### config.mk
export PLATFORM = sky130hd
export DESIGN_NAME = mvau_inp_buf_ctrl
export DESIGN_NICKNAME = d
export VERILOG_FILES = /design/src/rtl/mvau_inp_buf_ctrl.sv
export SDC_FILE = /design/constraint.sdc
export NUM_CORES = 1
export LEC_CHECK = 0
export CAP_MARGIN = 10
export CORE_AREA = 2 2 39 41
export CTS_CLUSTER_SIZE = 24
export DETAILED_ROUTE_END_ITERATION = 12
export DIE_AREA = 0 0 41 43
export PLACE_DENSITY_LB_ADDON = 0.12
export SLEW_MARGIN = 20
export SYNTH_ARGS = -nofsm -noshare
export SYNTH_HDL_FRONTEND = slang
export SYNTH_SLANG_ARGS = --single-unit
### constraint.sdc
create_clock -name clk -period 1.2 [get_ports clk]
set_input_delay 0.18 -clock clk [delete_from_list [all_inputs] [get_ports clk]]
set_output_delay 0.18 -clock clk [all_outputs]
set_load 0.05 [all_outputs]
### src/rtl/mvau_inp_buf_ctrl.sv
// Steps the MVAU input buffer through one write pass and NF-1 replay passes per vector.
// Latency: zero; every output is combinational from state plus in_v/out_rdy.
// Backpressure: out_rdy low freezes all state; in_rdy is held low while stalled or replaying.
module mvau_inp_buf_ctrl #(
    parameter int SF       = 4,
    parameter int NF       = 3,
    parameter int BUF_ADDR = 2
) (
    input  logic                clk,
    input  logic                rst,
    input  logic                in_v,
    output logic                in_rdy,
    input  logic                out_rdy,
    output logic                wr_en,
    output logic                rd_en,
    output logic [BUF_ADDR-1:0] addr,
    output logic                out_v,
    output logic                sf_first,
    output logic                sf_last,
    output logic                nf_last
);

    localparam int NFW = (NF > 1) ? $clog2(NF) : 1;
    localparam logic [BUF_ADDR-1:0] SF_LAST = BUF_ADDR'(SF - 1);
    localparam logic [NFW-1:0]      NF_LAST = NFW'(NF - 1);

    typedef enum logic {
        WRITE = 1'b0,
        READ  = 1'b1
    } mode_e;

    mode_e               mode_q, mode_d;
    logic [BUF_ADDR-1:0] sf_cnt_q, sf_cnt_d;
    logic [NFW-1:0]      nf_cnt_q, nf_cnt_d;
    logic                beat;

    always_ff @(posedge clk) begin
        if (rst) begin
            mode_q   <= WRITE;
            sf_cnt_q <= '0;
            nf_cnt_q <= '0;
        end else begin
            mode_q   <= mode_d;
            sf_cnt_q <= sf_cnt_d;
            nf_cnt_q <= nf_cnt_d;
        end
    end

    always_comb begin
        in_rdy   = 1'b0;
        out_v    = 1'b0;
        wr_en    = 1'b0;
        rd_en    = 1'b0;
        addr     = '0;
        sf_first = 1'b0;
        sf_last  = 1'b0;
        nf_last  = 1'b0;
        beat     = 1'b0;
        mode_d   = mode_q;
        sf_cnt_d = sf_cnt_q;
        nf_cnt_d = nf_cnt_q;

        // While in reset every output is held at zero, independent of the stored state.
        if (!rst) begin
            case (mode_q)
                WRITE: begin
                    in_rdy = out_rdy;
                    out_v  = in_v;
                end
                READ: begin
                    out_v = 1'b1;
                    rd_en = 1'b1;
                end
                default: ;
            endcase

            beat     = out_v & out_rdy;
            wr_en    = beat & (mode_q == WRITE);
            addr     = sf_cnt_q;
            sf_first = out_v & (sf_cnt_q == '0);
            sf_last  = out_v & (sf_cnt_q == SF_LAST);
            nf_last  = (nf_cnt_q == NF_LAST);

            if (beat) begin
                if (sf_cnt_q != SF_LAST) begin
                    sf_cnt_d = sf_cnt_q + 1'b1;
                end else begin
                    sf_cnt_d = '0;
                    if (nf_cnt_q != NF_LAST) begin
                        nf_cnt_d = nf_cnt_q + 1'b1;
                        mode_d   = READ;
                    end else begin
                        nf_cnt_d = '0;
                        mode_d   = WRITE;
                    end
                end
            end
        end
    end

endmodule

==> metrics.txt <==
# TYPE chip_impl_metric gauge
chip_impl_metric{name="finalSetupViolCount",unit=""} 6
chip_impl_metric{name="tightestPinTransition",unit="ns"} 0.258
chip_impl_metric{name="count_of_cell_types_in_the_netlist",unit=""} 17
chip_impl_metric{name="yosys.area_share.xor_xnor",unit="%"} 0
chip_impl_metric{name="critPathMaxStageDelay",unit="ns"} 0.36
chip_impl_metric{name="final_slew_violations",unit=""} 0
chip_impl_info{name="crit_chain",value="ha_4 -> buf_6 -> and2_4 -> buf_12"} 1
chip_impl_info{name="main_combinational_cell_family_by_area_after_synthesis",value="simple AND/OR/NAND/NOR gates"} 1
chip_impl_metric{name="detailedPlacementHpwl",unit="um"} 580
chip_impl_info{name="crit-reg2reg-capture",value="nf_cnt_q[0]$_SDFFE_PP0P_"} 1
chip_impl_metric{name="required_time_worst_endpoint",unit="ns"} 1.02
chip_impl_metric{name="ctsHoldBuffers",unit=""} 0
chip_impl_metric{name="post-route-min-period",unit="ns"} 1.32
chip_impl_metric{name="firstDrtPassIters",unit=""} 2
chip_impl_metric{name="grt_max_degree",unit=""} 7
chip_impl_metric{name="route.vias.total",unit=""} 323
chip_impl_info{name="critical-path-slowest-cell",value="sky130_fd_sc_hd__dfxtp_4"} 1
chip_impl_metric{name="timing.final.crit_share",unit="%"} 110
chip_impl_info{name="failed_checks",value="setup timing"} 1
chip_impl_metric{name="number_of_synthesis_warnings",unit=""} 0
chip_impl_metric{name="arrival",unit="ns"} 1.14
chip_impl_metric{name="hold_ws",unit="ns"} 0.486
chip_impl_metric{name="timing.final.hold_violations",unit=""} 0
chip_impl_metric{name="first_iter_violations",unit=""} 5
chip_impl_metric{name="start_util",unit="%"} 21.2
chip_impl_metric{name="std_cell_rows",unit=""} 14
chip_impl_metric{name="area_delta_synth_final",unit="%"} 145
chip_impl_metric{name="nNetsFinal",unit=""} 66
chip_impl_info{name="holdCritStartpoint",value="nf_cnt_q[0]$_SDFFE_PP0P_"} 1
chip_impl_metric{name="worst_hold_path.num_cells",unit=""} 2
chip_impl_info{name="post_synth_main_area_contributors",value="sky130_fd_sc_hd__dfxtp_1 (34%), sky130_fd_sc_hd__mux2i_1 (10%), sky130_fd_sc_hd__nor2_1 (10%)"} 1
chip_impl_metric{name="route.detailed.vias_per_inst",unit=""} 4.31
chip_impl_metric{name="final_cell_area",unit="sq um"} 718
chip_impl_metric{name="synth_compound_gate_area_share",unit="%"} 11.5
chip_impl_metric{name="n_fill_cell",unit=""} 121
chip_impl_metric{name="reg2reg_slack",unit="ns"} -0.06
chip_impl_metric{name="fp.dieW",unit="um"} 41
chip_impl_info{name="root_buffer",value="sky130_fd_sc_hd__clkbuf_4"} 1
chip_impl_metric{name="insertion_delay",unit="ns"} 0.24
chip_impl_metric{name="timing.slew.headroom",unit="%"} 82.8
chip_impl_info{name="cp-end-kind",value="output pin"} 1
chip_impl_metric{name="synth_largest_type_area_fraction",unit="%"} 34.2
chip_impl_metric{name="clock_skew",unit="ns"} 0.00365
chip_impl_info{name="cts_tree",value="built"} 1
chip_impl_metric{name="tritoncts.num_buffers",unit=""} 3
chip_impl_metric{name="critical_path.max_fanout",unit=""} 3
chip_impl_info{name="timing.rr.start",value="sf_cnt_q[1]$_SDFFE_PP0P_"} 1
chip_impl_metric{name="synth-seq-cells",unit=""} 5
chip_impl_metric{name="ant_nets",unit=""} 0
chip_impl_metric{name="synth.area.mux_share",unit="%"} 10.3
chip_impl_metric{name="r2r_worst_path_depth",unit=""} 5
chip_impl_metric{name="mappedNetlistArea",unit="sq um"} 293
chip_impl_metric{name="htreeDepth",unit=""} 1
chip_impl_info{name="startpoint_type",value="flop"} 1
chip_impl_metric{name="tritoncts_num_sinks",unit=""} 5
chip_impl_info{name="grt_setup_unrepaired",value="yes"} 1
chip_impl_metric{name="synth_seq_area_share",unit="%"} 34.2
chip_impl_metric{name="port_bufs",unit=""} 12
chip_impl_metric{name="power.leakage",unit="nW"} 0.304
chip_impl_metric{name="path_clk_slew",unit="ns"} 0.04
chip_impl_metric{name="grt_first_pass_wirelength",unit="um"} 1150
chip_impl_metric{name="wirelength",unit="um"} 793
chip_impl_metric{name="synth_simple_gate_area_share",unit="%"} 31.2
chip_impl_info{name="run_status",value="complete, but fails checks"} 1
chip_impl_metric{name="die_y",unit="um"} 43
chip_impl_metric{name="cts.path.max_buffers",unit=""} 2
chip_impl_metric{name="post_synth_inst_count",unit=""} 35
chip_impl_metric{name="drc",unit=""} 0
chip_impl_metric{name="routed_wire_length_per_instance",unit="um"} 10.6
chip_impl_metric{name="drive_gt1_share",unit="%"} 72.9
chip_impl_metric{name="design.core.area",unit="sq um"} 1380
chip_impl_metric{name="postSynthNetCount",unit=""} 41
chip_impl_metric{name="final_critical_path_setup_slack",unit="ns"} -0.116
chip_impl_metric{name="power",unit="mW"} 0.519
chip_impl_info{name="hold_crit_class",value="reg -> reg"} 1
chip_impl_metric{name="pin_count",unit=""} 13
chip_impl_metric{name="synth_area_per_cell",unit="sq um"} 8.37
chip_impl_metric{name="globalRouteTotalUtil",unit="%"} 9.75
chip_impl_metric{name="via_count_of_the_first_global_routing_pass",unit=""} 310
chip_impl_metric{name="diodes",unit=""} 0
chip_impl_metric{name="overflow",unit=""} 0
chip_impl_metric{name="synthAdderAreaFrac",unit="%"} 8.55
chip_impl_metric{name="max_freq",unit="MHz"} 760
chip_impl_metric{name="antenna_found_initial",unit=""} 0
chip_impl_info{name="whs_endpoint",value="nf_cnt_q[0]$_SDFFE_PP0P_"} 1
chip_impl_metric{name="max-cap-violations",unit=""} 0
chip_impl_metric{name="cellPowerDensity",unit="nW/um^2"} 723
chip_impl_info{name="synth.largest_area_cell",value="sky130_fd_sc_hd__dfxtp_1"} 1
chip_impl_info{name="path_class",value="reg -> out"} 1
chip_impl_metric{name="place.gp.congestion",unit=""} 0.660
chip_impl_metric{name="design.die.area",unit="sq um"} 1760
chip_impl_metric{name="critical_path.n_buffers_inverters",unit=""} 2
chip_impl_metric{name="vdd_ir_drop_max",unit="V"} 0.000369
chip_impl_metric{name="detailed_place.area",unit="sq um"} 601
chip_impl_info{name="cpLargestDelayFamily",value="flip-flops"} 1
[worst min-delay path, delay by kind of cell (launching register included)]
kind	cells	cell delay, ns
simple gates	1	0.07
compound gates	1	0.05
flops	1	0.32
[worst max path at each step]
| stage | start | end | depth (start not counted) | slack [ns] |
|---|---|---|---|---|
| after detailed placement | rst | wr_en | 4 | -0.29 |
| final | sf_cnt_q[1]$_SDFFE_PP0P_ | sf_last | 4 | -0.12 |
| after CTS | mode_q$_SDFFE_PP0P_ | wr_en | 3 | -0.11 |
| after global routing | mode_q$_SDFFE_PP0P_ | wr_en | 3 | -0.16 |
| after global placement | out_rdy | wr_en | 4 | -0.24 |
| after floorplan | mode_q$_SDFFE_PP0P_ | wr_en | 2 | -0.17 |
[cell usage in the layout, fill, tap and decap left out, types with 3 or more instances in the layout]
cell                            count
sky130_fd_sc_hd__buf_12             9
sky130_fd_sc_hd__buf_4              7
sky130_fd_sc_hd__nor2_4             4
sky130_fd_sc_hd__and2_4             3
sky130_fd_sc_hd__mux2i_1            3
sky130_fd_sc_hd__nor2_1             3
sky130_fd_sc_hd__clkbuf_4           3
sky130_fd_sc_hd__dlygate4sd2_1      3
sky130_fd_sc_hd__dfxtp_4            3
[power breakdown]
part,leakage (nW),internal [mW],switching (mW)
logic,0.246,0.0786,0.0787
clock network,0.0150,0.125,0.0628
registers,0.0438,0.167,0.00650
[metrics by stage]
stage	TNS, ns	util, %	setup WS (ns)	cells
final	-0.385	51.9	-0.116	75
after CTS	-0.493	48.0	-0.108	74
after detailed placement	-2.44	43.4	-0.292	68
after global placement	-2.10	43.4	-0.242	68
after floorplan	-0.203	-	-0.170	35
after global routing	-0.790	51.9	-0.157	75
[timing repair]
item	in CTS	in global routing
setup endpoints to repair	10	8
pin swaps	3	6
setup buffers	2	1
gates resized for setup	13	11
[metal layers]
layer	share of wire [%]	vias to the layer above	GRT usage [%]
met2	53	10	13.8
li1	-	165	-
met1	37	148	10.6
met3	9.0	0	4.19
met5	0	-	0
met4	0	0	8.00
[cells in the mapped netlist]
master / n
sky130_fd_sc_hd__or3_1: 1
sky130_fd_sc_hd__dfxtp_1: 5
sky130_fd_sc_hd__nor2b_1: 2
sky130_fd_sc_hd__ha_1: 2
sky130_fd_sc_hd__nand2b_1: 1
sky130_fd_sc_hd__nor4_1: 1
sky130_fd_sc_hd__nor3b_1: 1
sky130_fd_sc_hd__nand2_1: 1
sky130_fd_sc_hd__o21ai_0: 1
sky130_fd_sc_hd__nor2_1: 8
sky130_fd_sc_hd__a21o_1: 1
sky130_fd_sc_hd__inv_1: 2
sky130_fd_sc_hd__o211ai_2: 1
sky130_fd_sc_hd__mux2i_1: 3
sky130_fd_sc_hd__a21oi_2: 1
sky130_fd_sc_hd__buf_2: 1
sky130_fd_sc_hd__and2_1: 3
[cell families (layout without fill, tap and decap cells)]
family | count (synthesis) | after routing
muxes | 3 | 3
and+or+nand+nor | 18 | 18
DFF | 5 | 5
AOI/OAI and AO/OA | 4 | 4
buffers and inverters | 3 | 27
adders and majority gates | 2 | 2
[registers in the layout, summed over array words and instances, names as in the netlist]
| register | flops |
|---|---|
| nf_cnt_q | 2 |
| sf_cnt_q | 2 |
| mode_q | 1 |
[final cells by class]
class                      count  area [sq um]  area share, %
multi-input combinational     27           267           37.1
clock buffer                   4          26.3           3.66
sequential                     5           114           15.9
timing repair buffer          21           282           39.2
inverter                       2          10.0           1.39
tap                           16          20.0           2.79
Note: power is estimated with default switching activity, not from simulation.
